==> src/rtl/pc.sv <==
// pc -- fetch-stage program counter.
//
// Holds the address of the instruction being fetched. Every clock the PC
// advances by STEP unless it is held (stall), redirected to an absolute
// target (jump) or moved by a two's-complement offset (branch). All sums
// wrap modulo 2^WIDTH; there is no overflow indication.
//
// Next-state priority, highest first:
//   reset > [halt] > stall > jump > branch > +STEP
//
// Optional feature (macro PC_HALT_EN):
//   Adds i_halt/o_halted. A halt request sets a sticky halted flag and
//   freezes the PC on that edge and all later ones. Only reset clears it.
//
// Ports:
//   i_clk          system clock, rising-edge active
//   i_rst          synchronous reset, active-low (0 = reset)
//   i_stall        1 = hold PC this cycle
//   i_jump_en      1 = load i_jump_addr
//   i_jump_addr    absolute jump target
//   i_branch_en    1 = PC + i_branch_off
//   i_branch_off   two's-complement branch offset
//   i_halt         (PC_HALT_EN only) request sticky halt
//   o_halted       (PC_HALT_EN only) sticky halted flag
//   o_pc           current PC (registered)
//   o_pc_next      PC after the next edge, assuming i_rst=1 (combinational)
//   o_pc_plus_step o_pc + STEP (combinational, link-register value)

module pc #(
    parameter int unsigned       WIDTH       = 36,
    parameter logic [WIDTH-1:0]  RESET_VALUE = '0,
    parameter logic [WIDTH-1:0]  STEP        = {{(WIDTH-1){1'b0}}, 1'b1}
) (
    input  logic             i_clk,
    input  logic             i_rst,
    input  logic             i_stall,
    input  logic             i_jump_en,
    input  logic [WIDTH-1:0] i_jump_addr,
    input  logic             i_branch_en,
    input  logic [WIDTH-1:0] i_branch_off,
`ifdef PC_HALT_EN
    input  logic             i_halt,
    output logic             o_halted,
`endif
    output logic [WIDTH-1:0] o_pc,
    output logic [WIDTH-1:0] o_pc_next,
    output logic [WIDTH-1:0] o_pc_plus_step
);

    logic [WIDTH-1:0] r_pc;
    logic [WIDTH-1:0] w_pc_next;
    logic [WIDTH-1:0] w_pc_plus_step;
    logic [WIDTH-1:0] w_pc_branch;
    logic             w_freeze;

    // Unsigned addition of the two's-complement offset gives the signed
    // result modulo 2^WIDTH, so negative offsets wrap naturally.
    assign w_pc_plus_step = r_pc + STEP;
    assign w_pc_branch    = r_pc + i_branch_off;

`ifdef PC_HALT_EN
    logic r_halted;

    // The halting edge itself must not advance the PC, hence i_halt is
    // folded in alongside the registered flag.
    assign w_freeze = r_halted | i_halt;

    always_ff @(posedge i_clk) begin
        if (!i_rst) begin
            r_halted <= 1'b0;
        end else if (i_halt) begin
            r_halted <= 1'b1;
        end
    end

    assign o_halted = r_halted;
`else
    assign w_freeze = 1'b0;
`endif

    always_comb begin
        w_pc_next = w_pc_plus_step;
        if (w_freeze || i_stall) begin
            w_pc_next = r_pc;
        end else if (i_jump_en) begin
            w_pc_next = i_jump_addr;
        end else if (i_branch_en) begin
            w_pc_next = w_pc_branch;
        end
    end

    always_ff @(posedge i_clk) begin
        if (!i_rst) begin
            r_pc <= RESET_VALUE;
        end else begin
            r_pc <= w_pc_next;
        end
    end

    assign o_pc           = r_pc;
    assign o_pc_next      = w_pc_next;
    assign o_pc_plus_step = w_pc_plus_step;

endmodule

==> config.mk <==
export PLATFORM = sky130hd
export DESIGN_NAME = pc
export DESIGN_NICKNAME = d
export VERILOG_FILES = /design/src/rtl/pc.sv
export SDC_FILE = /design/constraint.sdc
export NUM_CORES = 1
export LEC_CHECK = 0
export CAP_MARGIN = 30
export CORE_UTILIZATION = 30
export CTS_CLUSTER_DIAMETER = 50
export CTS_CLUSTER_SIZE = 8
export DETAILED_ROUTE_END_ITERATION = 10
export PLACE_DENSITY_LB_ADDON = 0.3
export SLEW_MARGIN = 0
export SYNTH_ARGS = -nofsm -noshare
export SYNTH_HDL_FRONTEND = slang
export SYNTH_SLANG_ARGS = --single-unit
==> constraint.sdc <==
create_clock -name i_clk -period 3.9 [get_ports i_clk]
set_input_delay 0.585 -clock i_clk [delete_from_list [all_inputs] [get_ports i_clk]]
set_output_delay 0.585 -clock i_clk [all_outputs]
set_load 0.01 [all_outputs]
==> results summary <==
The highest metal layer carrying signal wires in the routed design is met4. The initial antenna violation count is 0. The filler cell count is 1,543. The remaining routing DRC violations came out at 0.

The wire length of the first global-routing pass is 32,300 um. The detailed-routed wire length on met3 is 1580 um. The root buffer cell chosen for the clock tree is sky130_fd_sc_hd__clkbuf_16. In this run the mean area of a mapped cell was a little under 7 um^2. Traced cell by cell, the critical path runs through dlygate4sd2_1, ha_4, nand2_4, or3_4, or4_4, a21oi_4, buf_4, o31ai_1, xor2_1, nand3_1, o311ai_2, buf_2. Derived from the worst setup path, the maximum achievable clock frequency is 0.262 GHz. The detailed router put a total of approximately 9600 um of wire on met1.

The number of hold violations in the final report came out at 0. The first-iteration detailed-routing DRC count came out at 380. Power comes to 2.15 mW.

The net count after synthesis is 820. Buffers inserted during clock tree synthesis total 5. The number of endpoints failing setup at the final stage came out at 0. In this run the worst path has a maximum fanout of 4. The clock passes through at most 2 buffers. By startpoint and endpoint, the worst setup path is classified as input port to output pin. The number of nets in the final layout is between 1,000 and 1,500. The flow ran to the end, and the final reports show no timing, DRC or antenna violations. The data required time at the worst endpoint is 3310 ps.

The clock transition time at the flip-flop clock pins of the worst setup and hold paths is 60 ps. For this run, the slowest stage of the critical path takes 570 ps. The min-delay analysis places its worst path in the category register to register. The worst-case IR drop observed on VDD is roughly 150 uV. The via count of the first global-routing pass is 6,128. Before antenna repair, the detailed router went through 5 iterations. The worst-skew pair later-pin latency is 300 ps. The final critical-path required period is 3810 ps. Setup repair after global routing could not meet its margin everywhere. Of all cell types, the one taking the most synthesized area is sky130_fd_sc_hd__dfxtp_1. The met2 wirelength from detailed routing is 9860 um. The sum of buffers and inverters on the critical path came out at 3. The post-synthesis instance total is ~710.

The most used flip-flop cell after synthesis is sky130_fd_sc_hd__dfxtp_1. After synthesis the cells add up to 4870 um^2. The register with the most flip-flops in the layout has 36 of them. The final worst slack came out at 86.1 ps. The number of rows created at floorplan is 46.

The final antenna-violating net count came out at 0. The arrival time reported for the critical path endpoint came out at 3230 ps. The async set or reset register ratio after synthesis came out at 0%. The clock sink count came out at 36. Power spread over the standard cell area amounts to 252 nW/um^2. The count of state elements after synthesis came out at 36. During I/O placement, the number of pins put on the boundary was roughly 190. Ranked by total cell area, the synthesized netlist is headed by sky130_fd_sc_hd__dfxtp_1 15%, sky130_fd_sc_hd__ha_1 9.2%, sky130_fd_sc_hd__nand2_1 6.2%. The leakage power total came out at 3.75 nW. Yosys mapped a number of flops with a built-in enable equal to 0. The actual transition at the worst max-transition pin came out at 1010 ps. The pin count of the biggest net entering global routing is 29. The area share of the largest cell type after synthesis came out at between 10 and 15%. The final antenna diode count came out at 0. After layout, the worst path uses roughly 98% of the clock period. The floorplan step defined a die boundary enclosing 16,700 um^2. The via count is 6,433. The via density per instance came out at 5.23. Grouping stages by cell kind, the critical path spends the most delay in simple AND/OR/NAND/NOR gates. TritonCTS built the clock tree. After synthesis, the most frequently instantiated cells are 81 x sky130_fd_sc_hd__nand2_1, 73 x sky130_fd_sc_hd__nor2_1, 56 x sky130_fd_sc_hd__a21oi_1. The number of buffer cells added on primary ports came out at between 150 and 200.

The area overhead of the layout relative to synthesis is 75.4%. The largest individual stage delay along the critical path comes from the cell sky130_fd_sc_hd__or4_4. The width of the die came out at roughly 130 um.

The fraction of layout instances using a drive strength above 1 is 24.9%. The post-place setup slack is -733 ps. The count of hold buffers inserted by post-cts repair is 0. The placed instances occupy a cell area of roughly 7900 um^2. In this run the tightest slew margin relative to its limit is 32.2%. The remaining global-route overflow came out at 0.

The level count of the clock H-tree is 2. The worst hold slack across all endpoints came out at a little under 700 ps. For this run, the number of Yosys warnings is 0. The standard cell core area is ~16,000 um^2. The wire length after detailed routing is ~21,000 um. The worst setup path is launched from an input port.

The max-slew violation total from the final report is 0. In the final routed layout, each cell accounts on average for approximately 17 um. The clock tree skew after final layout came out at between 7 and 8 ps. For this run, the register share of the synthesized area comes to 14.8%. The final standard cell area without fillers came out at 8550 um^2.

The most frequent cell after synthesis is sky130_fd_sc_hd__nand2_1. The unique cell type count in the Yosys netlist came out at 70. The starting utilization of the core area is 30.7%. The endpoint type of the worst setup path is an output pin. The HPWL after detailed placement is 16,400 um.

The total routing usage reported by global routing came out at 25.3%. The reported max-cap violation count is 0. The die extent in y came out at 129 um. The final estimated routing congestion in global placement is about 0.95.
[report_power, final]
part           total (mW)  switching, mW  leakage [nW]  internal (mW)
Sequential          0.435         0.0365         0.298          0.398
Clock               0.443          0.187        0.0712          0.256
Combinational        1.28          0.609          3.39          0.667
Total                2.15          0.833          3.75           1.32
[cell type report]
type	instances	area [um^2]	area share, %
clock buffer	8	146	1.71
inverter	24	90.1	1.05
sequential	36	721	8.43
multi-input combinational	610	4390	51.3
timing repair buffer	337	2930	34.3
tap	216	270	3.16
[cells by family after synthesis]
logic type | count (synthesis) | synth area share [%]
adder cells (fa/ha/maj) | 37 | 9.66
multiplexers | 19 | 3.98
XOR/XNOR | 56 | 10.1
AO/OA/AOI/OAI | 214 | 28.8
flip-flops | 36 | 14.8
buffers and inverters | 60 | 4.70
AND/OR/NAND/NOR | 284 | 28.0
[routing by layer]
metal	GRT usage, %	vias to the layer above
met5	0	-
met1	33.1	2944
met4	6.09	0
met2	43.0	268
met3	4.62	32
li1	-	3189
[path summary, 6_finish.rpt]
path	startpoint	end	slack, ps	cells after the start
min	o_pc[25]	o_pc[25]	690	2
max reg2reg	o_pc[0]	o_pc[22]	900	15
min reg2reg	o_pc[25]	o_pc[25]	690	2
max	i_branch_off[14]	o_pc_next[35]	90	12
[worst register-to-register path: cells and delay by family, from the launching register on]
family	cells	cell delay (ps)
AOI/OAI and AO/OA	5	1060
adders and majority gates	2	560
buffers and inverters	4	440
DFF	1	340
and+or+nand+nor	2	200
xor gates and xnor gates	1	170
muxes	1	120
[cell usage in the layout (no fill, tap or decap), drive strengths merged, types with 3 or more instances in the layout]
cell type	count
a211o	3
a211oi	15
a21boi	3
a21o	13
a21oi	57
a22oi	5
a31o	3
a31oi	9
and2	29
and3	16
and4	3
buf	160
clkbuf	13
clkdlybuf4s50	145
dfxtp	36
dlygate4sd2	19
dlymetal6s2s	6
ha	36
inv	22
mux2	3
mux2i	16
nand2	82
nand2b	7
nand3	25
nand4	10
nor2	74
nor2b	8
nor3	18
nor4	4
o211ai	4
o21a	6
o21ai	44
o21bai	5
o22ai	17
o311ai	4
o31ai	5
or3	3
xnor2	34
xor2	22
[metrics by stage]
stage	cells	util (%)	setup TNS, ps
global route	1231	53.8	-7.28
floorplan	706	-	0
CTS	1229	52.6	0
finish	1231	53.8	0
global placement	1217	50.0	-12160
detailed placement	1217	50.0	-12400
[timing repair]
| item | CTS | global route |
|---|---|---|
| gates resized for setup | 111 | 54 |
| buffers inserted | 5 | 3 |
| pin swaps | 39 | 32 |
| setup endpoints to repair | 31 | 27 |
| cloned | 0 | 0 |
Note: power is estimated with default switching activity, not from simulation.
